[config.mk]
export PLATFORM = sky130hd
export DESIGN_NAME = ts_sync_lock_flat
export DESIGN_NICKNAME = d
export VERILOG_FILES = /design/src/rtl/ts_pkg.sv /design/src/rtl/ts_sync_lock_if.sv /design/src/rtl/sat_counter.sv /design/src/rtl/ts_sync_lock.sv /design/src/flat_wrapper.sv
export SDC_FILE = /design/constraint.sdc
export NUM_CORES = 1
export LEC_CHECK = 0
export ABC_AREA = 1
export BUFFER_PORTS_ARGS = -buffer_cell sky130_fd_sc_hd__buf_2
export CORE_ASPECT_RATIO = 2
export CORE_UTILIZATION = 50
export CTS_CLUSTER_DIAMETER = 40
export DETAILED_ROUTE_END_ITERATION = 8
export HOLD_SLACK_MARGIN = 0.15
export PLACE_DENSITY_LB_ADDON = 0.08
export RECOVER_POWER = 25
export SLEW_MARGIN = 25
export SYNTH_ARGS = -nofsm -noshare
export SYNTH_HDL_FRONTEND = slang
export SYNTH_HIERARCHICAL = 1
export SYNTH_SLANG_ARGS = --single-unit
[constraint.sdc]
create_clock -name clk -period 4.9 [get_ports clk]
set_clock_uncertainty 0.2 [all_clocks]
set_input_delay 0.245 -clock clk [delete_from_list [all_inputs] [get_ports clk]]
set_output_delay 0.245 -clock clk [all_outputs]
set_load 0.03 [all_outputs]
[src/rtl/ts_pkg.sv]
// Shared constants and state type for MPEG-2 TS sync acquisition.
package ts_pkg;

  localparam logic [7:0] SYNC_BYTE   = 8'h47;
  localparam int         PKT_LEN_188 = 188;
  localparam int         PKT_LEN_204 = 204;

  typedef enum logic [1:0] {
    SEARCH = 2'd0,
    VERIFY = 2'd1,
    LOCKED = 2'd2
  } sync_state_t;

endpackage

[src/rtl/ts_sync_lock_if.sv]
// Byte-stream bundle between a TS source, the sync-lock block and its consumer.
interface ts_sync_lock_if #(
  parameter int ERRW = 16
);
  logic [7:0]      byte_in;
  logic            byte_valid;
  logic            err_clr;
  logic [7:0]      byte_out;
  logic            out_valid;
  logic            sop;
  logic            eop;
  logic            locked;
  logic            lock_lost;
  logic [ERRW-1:0] sync_err_cnt;

  modport master (
    output byte_in, byte_valid, err_clr,
    input  byte_out, out_valid, sop, eop, locked, lock_lost, sync_err_cnt
  );

  modport slave (
    input  byte_in, byte_valid, err_clr,
    output byte_out, out_valid, sop, eop, locked, lock_lost, sync_err_cnt
  );
endinterface

[src/rtl/sat_counter.sv]
// Saturating up-counter with synchronous clear; clear beats increment.
module sat_counter #(
  parameter int W = 16
) (
  input  logic         clk,
  input  logic         rst,
  input  logic         inc,
  input  logic         clr,
  output logic [W-1:0] cnt
);

  logic [W-1:0] cnt_q, cnt_d;

  // NOTE: default assignment first so every path drives cnt_d and no latch is inferred.
  always_comb begin
    cnt_d = cnt_q;
    if (clr)                     cnt_d = '0;
    else if (inc && cnt_q != '1) cnt_d = cnt_q + 1'b1;
  end

  // NOTE: sequential state uses non-blocking assignments only.
  always_ff @(posedge clk) begin
    if (!rst) cnt_q <= '0;
    else      cnt_q <= cnt_d;
  end

  assign cnt = cnt_q;

endmodule

[src/rtl/ts_sync_lock.sv]
// TS sync hunt/verify/lock FSM with flywheel; forwards aligned packets with sop/eop.
module ts_sync_lock #(
  parameter int         PKT_LEN    = 188,
  parameter logic [7:0] SYNC_BYTE  = 8'h47,
  parameter int         LOCK_CNT   = 5,
  parameter int         UNLOCK_CNT = 3,
  parameter int         ERRW       = 16
) (
  input  logic           clk,
  input  logic           rst,
  ts_sync_lock_if.slave  bus
);
  import ts_pkg::*;

  localparam int POSW = $clog2(PKT_LEN);
  localparam int GW   = $clog2(LOCK_CNT + 1);
  localparam int MW   = $clog2(UNLOCK_CNT + 1);
  localparam logic [POSW-1:0] POS_LAST  = POSW'(PKT_LEN - 1);
  localparam logic [GW-1:0]   GOOD_LAST = GW'(LOCK_CNT - 1);
  localparam logic [MW-1:0]   MISS_LAST = MW'(UNLOCK_CNT - 1);

  sync_state_t     state_q, state_d;
  logic [POSW-1:0] pos_q, pos_d, pos_inc;
  logic [GW-1:0]   good_q, good_d;
  logic [MW-1:0]   miss_q, miss_d;
  logic [7:0]      byte_out_q, byte_out_d;
  logic            out_valid_q, out_valid_d;
  logic            sop_q, sop_d;
  logic            eop_q, eop_d;
  logic            locked_q, locked_d;
  logic            lock_lost_q, lock_lost_d;
  logic            err_inc;
  logic            is_sync;

  assign is_sync = (bus.byte_in == SYNC_BYTE);
  assign pos_inc = (pos_q == POS_LAST) ? '0 : pos_q + 1'b1;

  always_comb begin
    state_d     = state_q;
    pos_d       = pos_q;
    good_d      = good_q;
    miss_d      = miss_q;
    byte_out_d  = bus.byte_valid ? bus.byte_in : byte_out_q;
    out_valid_d = 1'b0;
    sop_d       = 1'b0;
    eop_d       = 1'b0;
    lock_lost_d = 1'b0;
    err_inc     = 1'b0;

    case (state_q)
      SEARCH: begin
        if (bus.byte_valid && is_sync) begin
          state_d = VERIFY;
          pos_d   = POSW'(1);
          good_d  = GW'(1);
        end
      end

      VERIFY: begin
        if (bus.byte_valid) begin
          pos_d = pos_inc;
          if (pos_q == '0) begin
            if (!is_sync) begin
              // A failed candidate cannot itself be a sync byte, so restart cleanly.
              state_d = SEARCH;
              pos_d   = '0;
              good_d  = '0;
            end else if (good_q == GOOD_LAST) begin
              state_d     = LOCKED;
              good_d      = '0;
              miss_d      = '0;
              out_valid_d = 1'b1;
              sop_d       = 1'b1;
            end else begin
              good_d = good_q + 1'b1;
            end
          end
        end
      end

      LOCKED: begin
        if (bus.byte_valid) begin
          pos_d       = pos_inc;
          out_valid_d = 1'b1;
          sop_d       = (pos_q == '0);
          eop_d       = (pos_q == POS_LAST);
          if (pos_q == '0) begin
            if (is_sync) begin
              miss_d = '0;
            end else begin
              err_inc = 1'b1;
              if (miss_q == MISS_LAST) begin
                // Lock drops here; the bad sync is swallowed rather than forwarded.
                state_d     = SEARCH;
                pos_d       = '0;
                miss_d      = '0;
                lock_lost_d = 1'b1;
                out_valid_d = 1'b0;
                sop_d       = 1'b0;
              end else begin
                miss_d = miss_q + 1'b1;
              end
            end
          end
        end
      end

      default: begin
        state_d = SEARCH;
        pos_d   = '0;
        good_d  = '0;
        miss_d  = '0;
      end
    endcase

    locked_d = (state_d == LOCKED);
  end

  // NOTE: synchronous reset clears every flop, so no eop can leak out after a mid-packet reset.
  always_ff @(posedge clk) begin
    if (!rst) begin
      state_q     <= SEARCH;
      pos_q       <= '0;
      good_q      <= '0;
      miss_q      <= '0;
      byte_out_q  <= '0;
      out_valid_q <= 1'b0;
      sop_q       <= 1'b0;
      eop_q       <= 1'b0;
      locked_q    <= 1'b0;
      lock_lost_q <= 1'b0;
    end else begin
      state_q     <= state_d;
      pos_q       <= pos_d;
      good_q      <= good_d;
      miss_q      <= miss_d;
      byte_out_q  <= byte_out_d;
      out_valid_q <= out_valid_d;
      sop_q       <= sop_d;
      eop_q       <= eop_d;
      locked_q    <= locked_d;
      lock_lost_q <= lock_lost_d;
    end
  end

  sat_counter #(.W(ERRW)) u_err_cnt (
    .clk (clk),
    .rst (rst),
    .inc (err_inc),
    .clr (bus.err_clr),
    .cnt (bus.sync_err_cnt)
  );

  assign bus.byte_out  = byte_out_q;
  assign bus.out_valid = out_valid_q;
  assign bus.sop       = sop_q;
  assign bus.eop       = eop_q;
  assign bus.locked    = locked_q;
  assign bus.lock_lost = lock_lost_q;

endmodule

[src/flat_wrapper.sv]
// flat-port wrapper written by rule: the top's interface ports become plain ports
module ts_sync_lock_flat import ts_pkg::*;
#(
  parameter int         PKT_LEN    = 188,
  parameter logic [7:0] SYNC_BYTE  = 8'h47,
  parameter int         LOCK_CNT   = 5,
  parameter int         UNLOCK_CNT = 3,
  parameter int         ERRW       = 16
)
  (clk, rst, bus_byte_in, bus_byte_valid, bus_err_clr, bus_byte_out, bus_out_valid, bus_sop, bus_eop, bus_locked, bus_lock_lost, bus_sync_err_cnt);
  ts_sync_lock_if #(.ERRW(ERRW)) bus_i ();
  input  logic clk;
  input  logic rst;
  input wire logic [$bits(bus_i.byte_in)-1:0] bus_byte_in;
  input wire logic [$bits(bus_i.byte_valid)-1:0] bus_byte_valid;
  input wire logic [$bits(bus_i.err_clr)-1:0] bus_err_clr;
  output wire logic [$bits(bus_i.byte_out)-1:0] bus_byte_out;
  output wire logic [$bits(bus_i.out_valid)-1:0] bus_out_valid;
  output wire logic [$bits(bus_i.sop)-1:0] bus_sop;
  output wire logic [$bits(bus_i.eop)-1:0] bus_eop;
  output wire logic [$bits(bus_i.locked)-1:0] bus_locked;
  output wire logic [$bits(bus_i.lock_lost)-1:0] bus_lock_lost;
  output wire logic [$bits(bus_i.sync_err_cnt)-1:0] bus_sync_err_cnt;
  assign bus_i.byte_in = bus_byte_in;
  assign bus_i.byte_valid = bus_byte_valid;
  assign bus_i.err_clr = bus_err_clr;
  assign bus_byte_out = bus_i.byte_out;
  assign bus_out_valid = bus_i.out_valid;
  assign bus_sop = bus_i.sop;
  assign bus_eop = bus_i.eop;
  assign bus_locked = bus_i.locked;
  assign bus_lock_lost = bus_i.lock_lost;
  assign bus_sync_err_cnt = bus_i.sync_err_cnt;
  ts_sync_lock #(.PKT_LEN(PKT_LEN), .SYNC_BYTE(SYNC_BYTE), .LOCK_CNT(LOCK_CNT), .UNLOCK_CNT(UNLOCK_CNT), .ERRW(ERRW)) u_core (.clk(clk), .rst(rst), .bus(bus_i));
endmodule
# --- Yosys cells after proc, flatten, opt, wreduce, memory -nomap -nowiden ---
# Index checks and enable logic that the tools add are counted.
# W data, S select, Z words.
word_totals:
  regBits: 44
  inputBits: 12
  out_inout_bits: 29
  wordCells: 97
classes:
  addsub: 4
  eq_ne: 15
  n_mux: 52
  bitwise: 5
  reduce_logical: 10
ops:
  columns: ["op", "n"]
  rows:
  - ["$mux W8", 9]
  - ["$mux W2", 17]
  - ["$pmux W8 S3", 1]
  - ["$add A16 B1 Y16 const B", 1]
  - ["$ne A16 B16 Y1 const B", 1]
  - ["$mux W1", 15]
  - ["$mux W3", 5]
  - ["$pmux W2 S3", 2]
  - ["$ne A2 B1 Y1 const B", 5]
  - ["$pmux W3 S3", 1]
  - ["$add A8 B1 Y8 const B", 1]
  - ["$eq A8 B7 Y1 const B", 1]
  - ["$eq A8 B8 Y1 const B", 1]
  - ["$logic_not A8 Y1", 1]
  - ["$reduce_and A7 Y1", 1]
  - ["$eq A2 B2 Y1 const B", 3]
  - ["$reduce_and A3 Y1", 2]
  - ["$not A1 Y1", 5]
  - ["$reduce_or A5 Y1", 1]
  - ["$ne A2 B2 Y1 const B", 2]
  - ["$pmux W1 S2", 2]
  - ["$reduce_and A4 Y1", 1]
  - ["$add A3 B1 Y3 const B", 1]
  - ["$eq A3 B3 Y1 const B", 1]
  - ["5 further kinds", 6]

# --- Depth between registers and ports, before layout ---
# Gate-level depths: netlist (run 1).
depth:
  word_depth: 7
  mapped_depth: 15
  mapped_depth_nobuf: 15

# --- Hierarchy ---
# The synthesis (run 1) kept the hierarchy.
modules_own_cells:
  columns: ["module", "n_inst", "cells_each", "area_each_um2", "seq_area_each_um2"]
  rows:
  - ["ts_sync_lock", 1, 235, 1584.0, 560.5]
  - ["sat_counter", 1, 153, 910.9, 320.3]

# --- Least setup slack after synthesis (run 1) ---
# OpenSTA, ideal clock, no wires.
synth_timing:
  path_type: "register to register"
  start: "register u_core.pos_q[0]"
  end: "register u_core.u_err_cnt.cnt_q[8], in the netlist u_core/u_err_cnt/cnt[8]"
  setup_ps: 114
  arrival_ps: 1628
  required_ps: 4586
  path_slack_ps: 2959
  stages_incl_launch_ff: 16
  n_path_buf: 0
  synth_period_minus_slack_ps: 1941
  path_cell_list: "dfxtp_1 inv_1 ha_1 nand2_1 nor2_4 nand2_1 nor2_1 nand2_1 inv_1 nand2_1 inv_1 nand2_1 nor2_1 nand2_1 nand2_1 nor2_1"
synth_between:
  elab_chain_len: 5
synth_rtl:
  columns: ["item", "line", "rtl"]
  rows:
  - ["from (decl)", "ts_sync_lock.sv:23", "logic [POSW-1:0] pos_q, pos_d, pos_inc;"]
  - ["from (signal assigned)", "ts_sync_lock.sv:134", "pos_q <= pos_d;"]
  - ["$logic_not A8 Y1", "ts_sync_lock.sv:87", "if (pos_q == '0) begin"]
  - ["$mux W1", "ts_sync_lock.sv:87", null]
  - ["$mux W1", "ts_sync_lock.sv:82", "if (bus.byte_valid) begin"]
  - ["$mux W1", "ts_sync_lock.sv:50", "case (state_q)"]
  - ["named net u_core.err_inc", "ts_sync_lock.sv:32", "logic err_inc;"]
  - ["$logic_and A1 B1 Y1", "sat_counter.sv:18", "else if (inc && cnt_q != '1) cnt_d = cnt_q + 1'b1;"]
  - ["to (signal assigned)", "sat_counter.sv:24", "else cnt_q <= cnt_d;"]
  - ["to (decl)", "sat_counter.sv:12", "logic [W-1:0] cnt_q, cnt_d;"]
# The timed path passes the listed nets, and every way through them passes these cells.
# A chain may end at the register's enable or synchronous reset.

# --- Final worst setup path (run 1) ---
layout_timing:
  start: "input bus_byte_in[7]"
  end: "register u_core.u_err_cnt.cnt_q[10], in the netlist u_core/u_err_cnt/cnt[10]"
layout_between:
  elab_chain_len: 6
layout_rtl:
  columns: ["item", "line", "rtl"]
  rows:
  - ["from (decl)", "flat_wrapper.sv:14", "input wire logic [$bits(bus_i.byte_in)-1:0] bus_byte_in;"]
  - ["$eq A8 B7 Y1", "ts_sync_lock.sv:35", "assign is_sync = (bus.byte_in == SYNC_BYTE);"]
  - ["$mux W1", "ts_sync_lock.sv:88", "if (is_sync) begin"]
  - ["$mux W1", "ts_sync_lock.sv:87", null]
  - ["$mux W1", "ts_sync_lock.sv:82", null]
  - ["$mux W1", "ts_sync_lock.sv:50", null]
  - ["named net u_core.err_inc", "ts_sync_lock.sv:32", null]
  - ["$logic_and A1 B1 Y1", "sat_counter.sv:18", null]
# The timed path passes the listed nets, and every way through them passes these cells.

==> metrics.md, run 1 <==
| Metric | Value |
|---|---|
| Status | complete, no violations |
| Cell Area, Synth | 2490 µm² |
| Area leader, netlist | dfxtp_1 |
| Final TNS setup | 0 ns |
| Hpwl dp | 4980 µm |
| Syn Nets | 409 |
| Hold Path Class | input port to register |
| Clock root buffer | clkbuf_8 |
| Via density | 5.27 |
| LEAKAGE | 1.27 nW |
| Maxcap violations | 0 |
| PortBufs | 40 |
| Slew Limit Headroom | 46.2% |
| Reg clk slew, reported paths | 0.08 ns |
| PD cells | 214 nW/µm² |
| Crit. End Element | register |
| Die footprint | 5290 µm² |
| Register area share after synthesis | 35.3% |
| Reg-to-reg endpoint | u_core/u_err_cnt/cnt[10] |
| CTS Sinks | 44 |
| Reg2reg start | u_core/state_q[0] |
| Reg2reg path depth | 11 |
| Largest net degree at the start of global routing | 22 |
| Via Count | 2632 |
| Top cells by area, synth | dfxtp_1 (35%), nand2_1 (14%), nor2_1 (12%) |
| Antenna diodes | 0 |
| Synthesis-stage register bit count | 44 |
| Hold Path Origin | rst |
| Gr ovfl total | 0 |
| VDD IR max | 171 µV |
| Layout area overhead | 17.3% |
| Synth warnings | 6 |
| RSZ-0062 raised after global routing | false |
| Final Critical Period | 2.40 ns |
| Fin. max-slew vios | 0 |
| FP Rows | 36 |
| DRC | 0 |
| Crit path max fanout | 9 |
| Chip height | 102 µm |
| Number of fillers in the final layout | 503 |
| Setup Buffers After CTS | 0 |
| Clock Latency Late Sink | 0.29 ns |
| Final Hold Vio Count | 0 |
| Required time of the critical path | 4.88 ns |
| Reg area | 881 µm² |
| Gr usage total | 26.5% |
| Final setup fails | 0 |
| Hold Path Stages | 3 |
| Yosys cell types | 26 |
| Final net count | 463 |
| WS Path Type | input port to register |
| CP Launch Type | input port |
| CTS tree | built |
| Final WS setup | 2.50 ns |
| Synth top area share | 35.3% |
| # hold bufs at CTS | 12 |
| Starting density of the core | 51.8% |
| Pre-CTS WS | 2.54 ns |
| DRT Pass-1 Iters | 4 |
| Vias in the first global route | 2483 |
| GP Congestion | 0.837 |
| Die width | 52.0 µm |
| Num CTS Buffers | 5 |
| Post_cts resized | 0 |
| R2r setup slk | 2.51 ns |
| Worst Max-Slew Pin Slew | 0.805 ns |
| Critical Path AT | 2.39 ns |
| Initial DRC Count | 73 |
| First-pass GRT wire length | 10400 µm |
| Post-synthesis cell count | 388 |
| Crit share post-route | 49.0% |
| Multi-input gate area | 1400 µm² |
| H-tree depth | 2 |
| DRT Wirelength | 6570 µm |
| Layout cell share with drive strength beyond 1 | 12.7% |
| IO Count | 41 |
| Core ar. | 4820 µm² |
| Clock Path Buffers | 2 |
| Initial antenna violation count | 0 |
| WHS Endpoint | u_core/miss_q[1] |
| Max Fclk | 416 MHz |
| Final ANT Viol Nets | 0 |
| Synthesized area per cell | 6.43 µm² |
| WL per Instance | 13.2 µm |
[area by class of cell]
type,instances,share of cell area [%]
Clock inverter,1,0.171
Clock buffer,6,2.48
Inverter,49,6.33
Tap cell,57,2.44
Timing Repair Buffer,53,10.5
Multi-Input combinational cell,289,47.9
Sequential cell,44,30.1
[critical path, stage by stage]
cell and delay (ns):
dlygate4sd3_1 0.54, buf_2 0.12, inv_2 0.03, nand2_1 0.09
nor2_4 0.05, nand2_4 0.12, nand2_1 0.09, nor2_1 0.29
nand2_1 0.14, inv_1 0.11, nand2_1 0.09, nor2_1 0.22
nand3_1 0.11, nand2_1 0.09, nor2_1 0.04
[flip-flops by register name (all words and copies together), names as in the netlist]
name	count
u_core/state_q	2
u_core/bus.eop	1
u_core/pos_q	8
u_core/bus.locked	1
u_core/good_q	3
u_core/u_err_cnt/cnt	16
u_core/miss_q	2
u_core/bus.sop	1
u_core/bus.lock_lost	1
u_core/bus.byte_out	8
u_core/bus.out_valid	1
[report_power, final]
part           internal, W  switching [W]
combinational    0.0000182      0.0000307
sequential        0.000362     0.00000239
clock            0.0000970       0.000116
[cell usage in the layout (no fill, tap or decap)]
| cell | instances |
|---|---|
| nor2_1 | 81 |
| dfxtp_1 | 44 |
| a21oi_2 | 1 |
| nand4_1 | 7 |
| clkbuf_1 | 17 |
| clkbuf_8 | 5 |
| nand2_1 | 91 |
| clkbuf_2 | 1 |
| buf_4 | 1 |
| nor2_4 | 2 |
| nand3b_1 | 2 |
| buf_2 | 23 |
| o21ai_1 | 5 |
| o21ai_4 | 1 |
| ha_1 | 9 |
| inv_2 | 2 |
| o21bai_2 | 3 |
| nand3_2 | 5 |
| nor3_1 | 3 |
| nand2_2 | 4 |
| inv_1 | 45 |
| nor2_2 | 5 |
| dlygate4sd3_1 | 12 |
| nand2_4 | 1 |
| a21oi_1 | 25 |
| clkinv_1 | 1 |
| clkinv_2 | 2 |
| nand3_1 | 24 |
| o21ai_0 | 19 |
| and2_1 | 1 |
[synthesized netlist by cell type]
cell type	instances
nand2_1	91
nor2_1	81
inv_1	45
dfxtp_1	44
a21oi_1	25
nand3_1	24
o21ai_0	19
ha_1	9
nand4_1	7
nand3_2	5
nor2_2	5
o21ai_1	5
nand2_2	4
buf_2	3
clkbuf_1	3
nor3_1	3
o21bai_2	3
inv_2	2
nand3b_1	2
nor2_4	2
a21oi_2	1
and2_1	1
clkinv_1	1
clkinv_2	1
nand2_4	1
o21ai_4	1
[metal layers]
layer	wire length (µm)	share of wire, %	vias up	GRT usage, %
met2	3840	58	60	54.0
li1	-	-	1332	-
met1	2300	35	1218	21.9
met3	147	2.2	22	3.72
met5	0	0	-	0
met4	280	4.3	0	16.2
[kinds of logic (layout without fill, tap and decap cells)]
kind of cell	count (synthesis)	count (layout)	synth area share, %
AO/OA/AOI/OAI	54	54	12.2
flip-flops	44	44	35.3
adder cells (fa/ha/maj)	9	9	4.51
AND/OR/NAND/NOR	226	226	39.5
buffers and inverters	55	109	8.47
[stage by stage]
step / util (%) / hold slack (ns) / cell area [µm²] / total power, W / instances
global placement: 57.0 / 0.270 / 2750 / 0.000414 / 480
finish: 60.7 / 0.163 / 2930 / 0.000626 / 499
floorplan: - / 0.177 / 2490 / 0.000400 / 388
global route: 60.7 / 0.170 / 2930 / 0.000657 / 499
detailed placement: 57.0 / 0.280 / 2750 / 0.000415 / 480
CTS: 61.1 / 0.155 / 2950 / 0.000637 / 499
[how the worst max path moves through the flow]
stage / endpoint / from / cells after the start / slack, ns
3_3_place_gp: u_core/u_err_cnt/cnt[8] / u_core/state_q[0] / 13 / 2.54
6_report: u_core/u_err_cnt/cnt[10] / bus_byte_in[7] / 15 / 2.50
2_1_floorplan: u_core/u_err_cnt/cnt[8] / u_core/pos_q[0] / 15 / 2.96
4_1_cts: u_core/u_err_cnt/cnt[8] / u_core/state_q[0] / 13 / 2.52
5_1_grt: u_core/u_err_cnt/cnt[8] / u_core/pos_q[0] / 15 / 2.30
3_5_place_dp: u_core/u_err_cnt/cnt[8] / u_core/state_q[0] / 13 / 2.54
(Power assumes the default switching activity.)
==> inputs of run 2 (changes only) <==
--- a/config.mk
+++ b/config.mk
@@ -5,7 +5,7 @@
 export SDC_FILE = /design/constraint.sdc
 export NUM_CORES = 1
 export LEC_CHECK = 0
-export ABC_AREA = 1
+export ABC_AREA = 0
 export BUFFER_PORTS_ARGS = -buffer_cell sky130_fd_sc_hd__buf_2
 export CORE_ASPECT_RATIO = 2
 export CORE_UTILIZATION = 50
==> constraint.sdc (replaced) <==
create_clock -name clk -period 2.2 [get_ports clk]
set_clock_uncertainty 0.2 [all_clocks]
set_input_delay 0.11 -clock clk [delete_from_list [all_inputs] [get_ports clk]]
set_output_delay 0.11 -clock clk [all_outputs]
set_load 0.03 [all_outputs]
==> run 2 against run 1 <==
The flow now finishes with violations (setup timing). Count of clock-buffer cells in the layout decreased by 1. Via count decreased by 6.6%. Worst setup slack got worse by 2.6 ns. Largest power group unchanged. Register-to-register slack got worse by 2.6 ns. Routed wire length increased by 6.1%. Hold slack improved by 0.12 ns. Critical endpoint is now u_core/u_err_cnt/cnt[13].
==> metrics.md, run 2 <==
| Metric | Value |
|---|---|
| First-pass GRT wire length | 10600 µm (+1.5%) |
| Sequential Power Share | 48.9% (-9.3 points) |
| PD cells | 482 nW/µm² (+130%) |
| Final Critical Period | 2.26 ns |
| Sw Share | 20.8% (-3.0 points) |
| CTS Sinks | 44 (unchanged) |
| Reg2reg path depth | 9 (-2) |
| Status | finished, violations left |
| Synthesis-stage register bit count | 44 (unchanged) |
| Synth cell count leaders | dfxtp_1 (44), nand2_1 (20), nor2_1 (16) |
| Starting density of the core | 52.6% (+0.78 points) |
| Cell Area, Synth | 2460 µm² (-1.3%) |
| Hold WS | 0.280 ns (+0.118 ns) |
| Worst setup path endpoint | u_core/u_err_cnt/cnt[13] |
| Maxcap violations | 0 (unchanged) |
| DRT Pass-1 Iters | 4 (unchanged) |
| Comb pwr share | 7.6% (-0.2 points) |
| Ys async rst share | 0% (unchanged) |
| Psw | 0.000344 W (+130%) |
| Required time of the critical path | 2.21 ns (-2.67 ns) |
| Synth warnings | 6 (unchanged) |
| CTS tree | built |
| Final Hold Vio Count | 0 (unchanged) |
| Slew Limit Headroom | 53.3% (+7.1 points) |
| Num CTS Buffers | 5 (unchanged) |
| Crit. End Element | register |
| PortBufs | 40 (unchanged) |
| Final net count | 380 (-18%) |
| Max reg flops | 16 (unchanged) |
| WL per Instance | 16.8 µm (+28%) |
| Main flop type after synthesis | dfxtp_1 |
| CP Launch Type | register |
| Register area share after synthesis | 35.8% (+0.47 points) |
| Worst Max-Slew Pin Slew | 0.700 ns (-0.106 ns) |
| EDFF count, synth | 0 (unchanged) |
| Final TNS setup | -0.191 ns (-0.191 ns) |
| IO Count | 41 (unchanged) |
| Area leader, netlist | dfxtp_1 |
| Clock root buffer | clkbuf_8 |
| Core ar. | 4690 µm² (-2.8%) |
| Most frequent cells in the layout | dfxtp_1 (43), buf_4 (36), buf_2 (25), dlygate4sd3_1 (21), nand2_1 (18) |
| Die width | 51.6 µm (-0.64%) |
| Crit path max fanout | 7 (-2) |
| Reg2reg start | u_core/pos_q[0] |
| RSZ-0062 raised after global routing | true |
| Clock Latency Late Sink | 0.29 ns (about the same) |
| CP startpoint | u_core/pos_q[0] |
| R2r setup slk | -0.06 ns (-2.57 ns) |
| Via Count | 2459 (-6.6%) |
| Gr usage total | 27.1% (+0.53 points) |
| WS Path Type | register to register |
| Internal | 0.00131 W (+170%) |
| Crit share post-route | 103% |
| Fin. max-slew vios | 0 (unchanged) |
| H-tree depth | 2 (unchanged) |
| GP Congestion | 0.946 (+13%) |
| Initial DRC Count | 38 (-48%) |
| Largest net degree at the start of global routing | 16 (-27%) |
| Final WS setup | -0.0646 ns (-2.56 ns) |
| Clock Path Buffers | 2 (unchanged) |
| Final ANT Viol Nets | 0 (unchanged) |
| Antenna diodes | 0 (unchanged) |
| LEAKAGE | 1.45 nW (+15%) |
| Hpwl dp | 4840 µm (-2.8%) |
| Hold Path Class | input port to register |
| Failing checks | setup timing |
| VDD IR max | 553 µV (+220%) |
| Leading cell type in the layout, fill and taps excluded | dfxtp_1 |
| Syn Nets | 285 (-30%) |
| Synthesized area per cell | 9.33 µm² (+45%) |
| Layout area overhead | 39.1% |
| Layout cell share with drive strength beyond 1 | 28.7% (+16 points) |
| Multi-input gate area | 1650 µm² (+18%) |
| Critical Path AT | 2.28 ns (-0.11 ns) |
| DRT Wirelength | 6970 µm (+6.1%) |
| Initial antenna violation count | 0 (unchanged) |
| Post-synthesis cell count | 264 (-32%) |
| Max Fclk | 442 MHz |
| Synth top area share | 35.8% (+0.47 points) |
| Reg area | 882 µm² (+0.14%) |
| Chip height | 101 µm (-0.64%) |
| Die footprint | 5230 µm² (-1.3%) |
| Gr ovfl total | 0 (unchanged) |
| Via density | 5.94 (+13%) |
| Reg clk slew, reported paths | 0.07 ns (about the same) |
| Final setup fails | 4 (+4) |
| Reg-to-reg endpoint | u_core/u_err_cnt/cnt[13] |
| Yosys cell types | 62 (+140%) |
| FP Rows | 35 (-2.8%) |
| Clock share of power | 43.5% (+9.5 points) |
| DRC | 0 (unchanged) |
| Top cells by area, synth | dfxtp_1 (36%), mux2i_1 (4.9%), ha_1 (4.6%) |
| Final Core Density | 73.1% (+12 points) |
| Top-count cell post-synth | dfxtp_1 |
| Number of fillers in the final layout | 358 (-29%) |
| Vias in the first global route | 2378 (-4.2%) |
run 2: changes by cell type after synthesis, moves of 6 or more:
cell / delta
nand2_1: -71
and2_1: +11
and3_1: +6
inv_1: -36
mux2i_1: +12
a21oi_1: -15
xor2_1: +9
nand3_1: -13
nor2b_1: +14
nor2_1: -65
o21ai_0: -13
run 2: area by class of cell:
cell class / count / area share (%)
well taps: 55 / 2.01
clock buffers: 5 / 2.01
clock inverters: 2 / 1.75
repair buffers: 97 / 19.3
multi-input cells: 202 / 48.2
flip-flops and latches: 44 / 25.7
inverters: 9 / 0.986
run 2: power by group through the flow:
stage / Clock, W / Sequential [W] / Combinational [W]
finish: 0.000718 / 0.000809 / 0.000125
global route: 0.000763 / 0.000810 / 0.000133
CTS: 0.000735 / 0.000808 / 0.000121
detailed placement: 0 / 0.000827 / 0.0000918
global placement: 0 / 0.000827 / 0.0000908
floorplan: 0 / 0.000844 / 0.0000403
run 2: cell families (layout without fill, tap and decap cells):
logic type,Yosys count,count (layout),synth area share (%)
AND/OR/NAND/NOR,116,117,29.8
AO/OA/AOI/OAI,53,53,17.6
flip-flops,44,44,35.8
buffers and inverters,19,113,3.30
multiplexers,13,13,5.34
XOR/XNOR,10,10,3.56
adder cells (fa/ha/maj),9,9,4.57
run 2: worst min-delay path by stage:
| stage | cells after the start | slack [ns] | from | end |
|---|---|---|---|---|
| 2_1_floorplan | 2 | 0.08 | bus_byte_in[0] | u_core/bus.byte_out[0] |
| 3_3_place_gp | 3 | 0.18 | bus_byte_in[2] | u_core/bus.byte_out[2] |
| 3_5_place_dp | 3 | 0.19 | bus_byte_in[3] | u_core/bus.byte_out[3] |
| 4_1_cts | 3 | 0.23 | rst | u_core/u_err_cnt/cnt[14] |
| 5_1_grt | 3 | 0.30 | rst | u_core/u_err_cnt/cnt[14] |
| 6_report | 3 | 0.28 | rst | u_core/u_err_cnt/cnt[14] |
run 2: critical path, stage by stage (launching register included):
cell     delay [ns]
dfxtp_2        0.32
inv_1          0.05
ha_1           0.13
nor4b_4        0.23
nand2_2        0.12
nor3_4         0.16
and4_4         0.27
nand3_4        0.12
or4_1          0.43
a21oi_1        0.15
run 2: per-layer routing:
metal | vias up | GRT usage [%] | share of wire [%]
met5 | - | 0 | 0
met4 | 0 | 15.8 | 4.8
met3 | 31 | 3.75 | 3.1
met2 | 81 | 54.3 | 57
met1 | 1185 | 23.5 | 35
li1 | 1162 | - | -
run 2: metrics by stage:
stage	total power (W)	area (µm²)	cells	setup WS (ns)
2_1_floorplan	0.000885	2500	264	-0.0902
3_3_place_gp	0.000918	2920	376	-0.0491
3_5_place_dp	0.000919	2920	376	-0.0885
4_1_cts	0.00166	3290	406	-0.0549
5_1_grt	0.00171	3430	414	-0.155
6_report	0.00165	3430	414	-0.0646
run 2: repair_timing:
| item | in CTS | in global routing |
|---|---|---|
| pin swaps | 2 | 7 |
| setup endpoints to repair | 4 | 15 |
| hold buffers | 21 | 0 |
| buffers inserted | 2 | 8 |
| gates cloned | 0 | 1 |
| hold endpoints to repair | 26 | 0 |
| gates resized for setup | 2 | 18 |
